==> config.mk <==
export PLATFORM = sky130hd
export DESIGN_NAME = multdiv_sequencer
export DESIGN_NICKNAME = d
export VERILOG_FILES = /design/src/rtl/multdiv_sequencer.sv
export SDC_FILE = /design/constraint.sdc
export NUM_CORES = 1
export LEC_CHECK = 0
export ABC_AREA = 1
export BUFFER_PORTS_ARGS = -buffer_cell sky130_fd_sc_hd__buf_2
export CAP_MARGIN = 20
export CORE_UTILIZATION = 41
export CTS_BUF_LIST = sky130_fd_sc_hd__clkbuf_4 sky130_fd_sc_hd__clkbuf_8
export CTS_CLUSTER_DIAMETER = 40
export DETAILED_ROUTE_END_ITERATION = 12
export GPL_ROUTABILITY_DRIVEN = 0
export HOLD_SLACK_MARGIN = 0.12
export PLACE_DENSITY = 0.74
export SLEW_MARGIN = 20
export SYNTH_ARGS = -nofsm -noshare
export SYNTH_HDL_FRONTEND = slang
export SYNTH_SLANG_ARGS = --single-unit
==> constraint.sdc <==
create_clock -name clock -period 3.5 [get_ports clock]
set_input_delay 0.35 -clock clock [delete_from_list [all_inputs] [get_ports clock]]
set_output_delay 0.35 -clock clock [all_outputs]
set_load 0.02 [all_outputs]
==> src/rtl/multdiv_sequencer.sv <==
// Sequencer for the shared mult/div unit: decodes R-type mul/div, pulses the unit,
// stalls the front end until the result (or a timeout) returns, then writes it back.
module multdiv_sequencer #(
  parameter int unsigned MAX_CYCLES   = 40,
  parameter int unsigned CNT_W        = 6,
  parameter int unsigned RSTATUS_REG  = 30,
  parameter int unsigned MUL_EXC_CODE = 4,
  parameter int unsigned DIV_EXC_CODE = 5
) (
  input  logic        clock,
  input  logic        reset,
  input  logic [4:0]  opCode,
  input  logic [4:0]  aluOp,
  input  logic [4:0]  rd,
  input  logic        data_resultRDY,
  input  logic        data_exception,
  input  logic [31:0] data_result,
  output logic        ctrl_MULT,
  output logic        ctrl_DIV,
  output logic        stall,
  output logic        busy,
  output logic        md_we,
  output logic [4:0]  md_wreg,
  output logic [31:0] md_wdata
);

  typedef enum logic [1:0] {
    S_IDLE,
    S_BUSY,
    S_WB
  } state_t;

  state_t            state;
  logic [CNT_W-1:0]  cnt;
  logic              op_div;
  logic [4:0]        rd_q;
  logic [31:0]       res_q;
  logic              exc_q;

  logic is_mul;
  logic is_div;

  assign is_mul = (opCode == 5'b00000) && (aluOp == 5'b00110);
  assign is_div = (opCode == 5'b00000) && (aluOp == 5'b00111);

  always_ff @(posedge clock) begin
    if (reset) begin
      state  <= S_IDLE;
      cnt    <= '0;
      op_div <= 1'b0;
      rd_q   <= '0;
      res_q  <= '0;
      exc_q  <= 1'b0;
    end else begin
      case (state)
        S_IDLE: begin
          if (is_mul || is_div) begin
            op_div <= is_div;
            rd_q   <= rd;
            cnt    <= '0;
            state  <= S_BUSY;
          end
        end
        S_BUSY: begin
          cnt <= cnt + 1'b1;
          // A result arriving on the timeout cycle takes priority over the timeout.
          if (data_resultRDY) begin
            res_q <= data_result;
            exc_q <= data_exception;
            state <= S_WB;
          end else if (cnt == CNT_W'(MAX_CYCLES - 1)) begin
            exc_q <= 1'b1;
            state <= S_WB;
          end
        end
        S_WB: begin
          state <= S_IDLE;
        end
        default: begin
          state <= S_IDLE;
        end
      endcase
    end
  end

  // Outputs are decoded from state so that reset forces them low within the same cycle.
  always_comb begin
    ctrl_MULT = 1'b0;
    ctrl_DIV  = 1'b0;
    stall     = 1'b0;
    busy      = 1'b0;
    md_we     = 1'b0;
    md_wreg   = '0;
    md_wdata  = '0;
    if (!reset) begin
      case (state)
        S_IDLE: begin
          ctrl_MULT = is_mul;
          ctrl_DIV  = is_div;
          stall     = is_mul | is_div;
        end
        S_BUSY: begin
          stall = 1'b1;
          busy  = 1'b1;
        end
        S_WB: begin
          busy = 1'b1;
          if (exc_q) begin
            md_we    = 1'b1;
            md_wreg  = 5'(RSTATUS_REG);
            md_wdata = op_div ? 32'(DIV_EXC_CODE) : 32'(MUL_EXC_CODE);
          end else if (rd_q != '0) begin
            md_we    = 1'b1;
            md_wreg  = rd_q;
            md_wdata = res_q;
          end
        end
        default: ;
      endcase
    end
  end

endmodule

==> results of run 1 <==
## routing by layer
| layer | routed length [um] | vias to the layer above | track usage, % | share of wire (%) |
|---|---|---|---|---|
| met5 | 0 | - | 0 | 0 |
| met4 | 35 | 0 | 4.23 | 0.63 |
| met3 | 349 | 5 | 4.05 | 6.3 |
| met2 | 2590 | 84 | 34.0 | 47 |
| met1 | 2590 | 1045 | 23.3 | 46 |
| li1 | - | 1249 | - | - |
## critical path, cell delays in order
cell and delay, ns:
buf_2 0.15, inv_2 0.48, nand3_2 0.64, and3b_1 0.37, buf_2 0.16
## layout make-up
type | count | area, um2
clock buffers | 5 | 68.8
clock inverters | 3 | 46.3
fillers | 558 | 2410
inverters | 22 | 82.6
multi-input cells | 260 | 1170
flip-flops and latches | 47 | 941
well taps | 70 | 87.6
repair buffers | 93 | 468
## through the flow
stage	hold WS (ns)	cell area, um2	std cells	util, %	total power (W)
final	0.268	2860	500	54.3	0.00114
after global routing	0.266	2860	500	54.3	0.00120
after CTS	0.263	2860	500	54.3	0.00116
after detailed placement	0.472	2750	492	52.2	0.000748
after global placement	0.463	2750	492	52.2	0.000743
after floorplan	0.448	2300	348	-	0.000702
## registers in the layout (all words and copies together), names as in the netlist
signal and cells:
state 2, op_div 1, exc_q 1, cnt 6, res_q 32, rd_q 5
## synthesized netlist by cell type
cell        n  area share, %
inv_1      20            3.3
buf_2      13            2.8
o21a_1      1           0.33
nand2_2     3           0.81
nand2_4     1           0.49
nor2_2      2           0.54
nand3_1    16            3.5
o21ai_0    36            7.8
dfxtp_1    47             41
nand4_2     1           0.54
nor4_1      1           0.27
a21oi_1    10            2.2
and3b_1     1           0.38
inv_2       2           0.33
nand2_1    51            8.3
nand3_2     2           0.87
a21oi_2     1           0.38
buf_6       3            1.5
o21bai_1    1           0.33
clkbuf_1    3           0.49
ha_1        5            2.7
nor3b_1     1           0.33
nor2_1    121             20
nor3_1      3           0.65
o21ai_1     3           0.65
## logic make-up (layout without fill, tap and decap cells)
kind of cell,Yosys count,after routing
compound gates,52,52
buf+inv,41,123
simple gates,203,203
flops,47,47
fa+ha+maj,5,5
## power groups by stage
stage	Clock (W)	Sequential, W	Combinational, W
floorplan	0	0.000594	0.000108
global placement	0	0.000597	0.000146
detailed placement	0	0.000598	0.000150
CTS	0.000419	0.000586	0.000151
global route	0.000438	0.000590	0.000173
finish	0.000410	0.000586	0.000149
## final timing paths
| check | start | to | slack, ns | cells after the start |
|---|---|---|---|---|
| setup / recovery | reset | md_wdata[28] | 0.98 | 5 |
| hold reg to reg | res_q[23] | res_q[23] | 0.49 | 2 |
| hold / removal | rd[4] | rd_q[4] | 0.27 | 3 |
| setup reg to reg | state[1] | res_q[26] | 1.67 | 6 |
==> summary.txt, run 1 <==
Floorplanning
  – Initial Util: approximately 44%
  – Row Count: 26
  – Height of the die: 77.0 um
  – DIE AREA: roughly 5900 um2
  – Top Ports: just over 90
  – Die Wd: between 70 and 80 um
  – Core area: ~5300 um2

Yosys
  – Syn Area/Cell: ~6.6 um2
  – Post-Syn Instances: 348
  – Simple-Gate Fraction of Synth Area: 36.4%
  – Syn Nets: between 400 and 500
  – Post-Synth XOR/XNOR Area: 0%
  – Yosys reg bits: 47
  – Adder-cell share of the synthesized area: about 2.7%
  – Yosys warns: 0
  – Seq/Total Area, Yosys: about two fifths
  – Largest family of logic cells by synthesized area: simple AND/OR/NAND/NOR gates
  – Compound-Gate Fraction of Synth Area: between 10% and 20%
  – Post-synthesis mux area share: 0%
  – Post-Syn Area: 2300 um2
  – Number of distinct library cells after synthesis: 25

Global routing
  – Total Routing Usage GR: 19.1%
  – Initial antenna violation count: 0
  – Largest net degree at the start of global routing: 46
  – Global-route wire length before repair: a little over 9 mm
  – Vias in the first global route: between 2,000 and 2,500
  – Overflow after GRT: 0

Setup path
  – Crit. End Element: output pin
  – WP data required: approximately 3.2 ns
  – Max FO, Critical Path: 45
  – Crit path arrival time: around 2.2 ns
  – Worst Path Class, Setup: in2out
  – Startpoint Class: input port

Timing
  – Max Clock Skew: 0.00809 ns
  – Tcrit/Tclk final: between 70% and 80%
  – Measured slew at the worst slew-check pin: between 0.7 and 0.8 ns
  – Setup TNS: 0 ns
  – Final setup vio count: 0
  – Setup ws final: just under 1 ns
  – Slew headroom: between 40% and 50%
  – Final hold viol count: 0
  – Slew Viols, Final: 0
  – RSZ-0062 raised after global routing: no
  – Final min period: around 2.5 ns
  – F_max: 0.397 GHz

Power and ir drop
  – P_sw: between 0.0003 and 0.0004 W
  – P per Cell Area: ~400 nW/um2
  – Clock power share: between 30% and 40%
  – Logic gate share of total power: approximately an eighth
  – Sequential Power Share: between 50% and 60%
  – Peak VDD IR: about 0.00016 V
  – Internal power: 0.000842 W
  – Pleak: about 1.3 nW
  – Switching share of power: about a quarter

Route
  – Final WL: 5.56 mm
  – Vias per cell: 4.77
  – Post-DRT Antenna Nets: 0
  – Wire length per cell: about 11 um
  – Vias post-DR: about 2,400
  – Drt pass-1 iters: 4
  – Initial DRC count: 100
  – DRC viols: 0

Clock network
  – Post-CTS setup buffer count: 0
  – Clock Sink Count: 47
  – Clock buffer depth: 2
  – Clock latency on the worst-skew pair: approximately 0.30 ns
  – CTS buffer count: 5
  – Resized cells post-CTS: 0
  – Clk slew on worst S/H paths: ~0.090 ns
  – Post-CTS Hold Fix Bufs: 0
  – H-tree lvl count: 2
  – TritonCTS clock tree: yes
  – Clock Tree Root: clkbuf_8

Final layout
  – N_diodes: 0
  – Share of cells above drive strength 1: 26.3%
  – Most common cell after layout, fill and taps aside: nor2_1
  – Area Overhead vs Synth: 24.3%
  – Most frequent cells in the layout: nor2_1 (121), buf_2 (92), nand2_1 (51)
  – Fin nets: between 400 and 500

Worst hold path
  – Worst Hold Class: in2reg

Place
  – Worst slack at placement: 0.988 ns
  – Post-DP HPWL: ~4.0 mm
  – Port-buffer cells: 92

Run status
  – Status: finished, final reports clean

Run
  – Max-cap violations: 0
Note: power is estimated with default switching activity, not from simulation.
==> run 2: changes to the inputs <==
==> constraint.sdc (replaced) <==
create_clock -name clock -period 2.6 [get_ports clock]
set_input_delay 0.26 -clock clock [delete_from_list [all_inputs] [get_ports clock]]
set_output_delay 0.26 -clock clock [all_outputs]
set_load 0.02 [all_outputs]
==> summary.txt, run 2 (same netlist as run 1, synthesis figures left out) <==
Route
  – Drt pass-1 iters: 4 (unchanged)
  – Vias post-DR: 2,375 (-0.34%)
  – Vias per cell: 4.73 (-0.73%)
  – Initial DRC count: 145 (+45%)
  – Wire length per cell: 11.3 um (+1.2%)
  – Post-DRT Antenna Nets: 0 (unchanged)
  – Final WL: 5.65 mm (+1.6%)
  – DRC viols: 0 (unchanged)

Clock network
  – Post-CTS setup buffer count: 0 (unchanged)
  – CTS buffer count: 5 (unchanged)
  – H-tree lvl count: 2 (unchanged)
  – Clk slew on worst S/H paths: 0.09 ns (about the same)
  – Clock Sink Count: 47 (unchanged)
  – Clock latency on the worst-skew pair: 0.31 ns (about the same)
  – TritonCTS clock tree: yes
  – Post-CTS Hold Fix Bufs: 0 (unchanged)
  – Resized cells post-CTS: 0 (unchanged)
  – Clock Tree Root: clkbuf_8
  – Clock buffer depth: 2 (unchanged)

Global routing
  – Overflow after GRT: 0 (unchanged)
  – Global-route wire length before repair: 9.52 mm (+4.2%)
  – Total Routing Usage GR: 20.1% (+0.96 points)
  – Vias in the first global route: 2,125 (+0.047%)
  – Largest net degree at the start of global routing: 35 (-24%)
  – Initial antenna violation count: 0 (unchanged)

Worst hold path
  – Worst Hold Class: in2reg
  – Hold path cells: 3 (unchanged)

Final layout
  – Share of cells above drive strength 1: 26.6% (+0.34 points)
  – N_diodes: 0 (unchanged)
  – Fin nets: 487 (+0.41%)
  – Largest regs: res_q: 32 flops, cnt: 6 flops, rd_q: 5 flops
  – Most frequent cells in the layout: nor2_1 (121), buf_2 (92), nand2_1 (51)
  – Area Overhead vs Synth: 24.3% (about the same)
  – Most common cell after layout, fill and taps aside: nor2_1
  – Biggest register: res_q
  – Largest register FFs: 32 (unchanged)

Power and ir drop
  – Switching share of power: 27.4% (+0.89 points)
  – Peak VDD IR: 0.000253 V (+58%)
  – Clock power share: 32.2% (-3.6 points)
  – Internal power: 0.00106 W (+26%)
  – Pleak: 1.29 nW (+0.12%)
  – P per Cell Area: 510 nW/um2 (+28%)
  – Logic gate share of total power: 13.9% (+0.9 points)
  – Sequential Power Share: 53.9% (+2.7 points)
  – P_sw: 0.000400 W (+32%)

Timing
  – F_max: roughly 0.47 GHz
  – Measured slew at the worst slew-check pin: 0.547 ns (-0.226 ns)
  – Final setup vio count: 0 (unchanged)
  – Slew headroom: 63.5% (+15 points)
  – Setup ws final: 0.480 ns (-0.502 ns)
  – Final min period: 2.12 ns
  – Slew Viols, Final: 0 (unchanged)
  – Final hold viol count: 0 (unchanged)
  – RSZ-0062 raised after global routing: no
  – Tcrit/Tclk final: 81.5%
  – Setup TNS: 0 ns (unchanged)
  – Max Clock Skew: 0.00837 ns (+0.000282 ns)

Floorplanning
  – Row Count: 26 (unchanged)
  – Height of the die: 77.0 um (unchanged)
  – Initial Util: 43.7% (unchanged)
  – DIE AREA: 5920 um2 (unchanged)
  – Core area: 5270 um2 (unchanged)
  – Top Ports: 93 (unchanged)
  – Die Wd: 77.0 um (unchanged)

Run
  – Max-cap violations: 0 (unchanged)

Run status
  – Status: finished, final reports clean

Setup path
  – Worst Path Class, Setup: reg2out
  – Max FO, Critical Path: 12 (-73%)
  – Crit. End Element: output pin
  – Crit path arrival time: 1.86 ns (-0.31 ns)
  – Reg2reg path depth: 6 (unchanged)
  – Startpoint Class: flip-flop
  – WP data required: 2.34 ns (-0.81 ns)

Place
  – Worst slack at placement: 0.761 ns (-0.226 ns)
  – Post-DP HPWL: 4.16 mm (+5.2%)
  – Port-buffer cells: 92 (unchanged)
==> run 2: metal layers <==
layer	track usage (%)	part of all wire, %	vias to the layer above
li1	-	-	1254
met1	25.6	46	1023
met2	33.2	46	91
met3	5.00	6.5	7
met4	5.77	1.2	0
met5	0	0	-
==> run 2: final cells by class <==
cell class | instances | area (um2)
inverters | 22 | 82.6
well taps | 70 | 87.6
repair buffers | 95 | 483
fillers | 574 | 2410
clock buffers | 6 | 82.6
flip-flops and latches | 47 | 941
clock inverters | 2 | 16.3
multi-input cells | 260 | 1170
==> run 2: power by group through the flow <==
stage / sequential [W] / combinational (W) / clock (W)
floorplan: 0.000799 / 0.000145 / 0
global placement: 0.000803 / 0.000199 / 0
detailed placement: 0.000805 / 0.000203 / 0
CTS: 0.000788 / 0.000205 / 0.000481
global route: 0.000795 / 0.000233 / 0.000510
finish: 0.000788 / 0.000203 / 0.000470
==> run 2: path summary, 6_finish.rpt <==
path	from	end	slack [ns]
min	rd[3]	rd_q[3]	0.18
max	state[0]	ctrl_DIV	0.48
max reg2reg	state[1]	res_q[23]	0.76
min reg2reg	res_q[31]	res_q[31]	0.49
==> run 2: stage by stage <==
step	cell area, um2	cells	util [%]	hold WS [ns]	total power (W)
after global placement	2760	494	52.4	0.460	0.00100
after detailed placement	2760	494	52.4	0.471	0.00101
final	2860	502	54.3	0.184	0.00146
after CTS	2860	502	54.3	0.180	0.00147
after global routing	2860	502	54.3	0.197	0.00154
after floorplan	2300	348	-	0.395	0.000945
==> run 2: worst max-delay path, cell delays in order, from the launching register on <==
cell	delay (ns)
dfxtp_1	0.33
inv_1	0.11
ha_1	0.23
nand4_2	0.31
inv_1	0.25
nand3_1	0.12
inv_1	0.06
buf_2	0.15
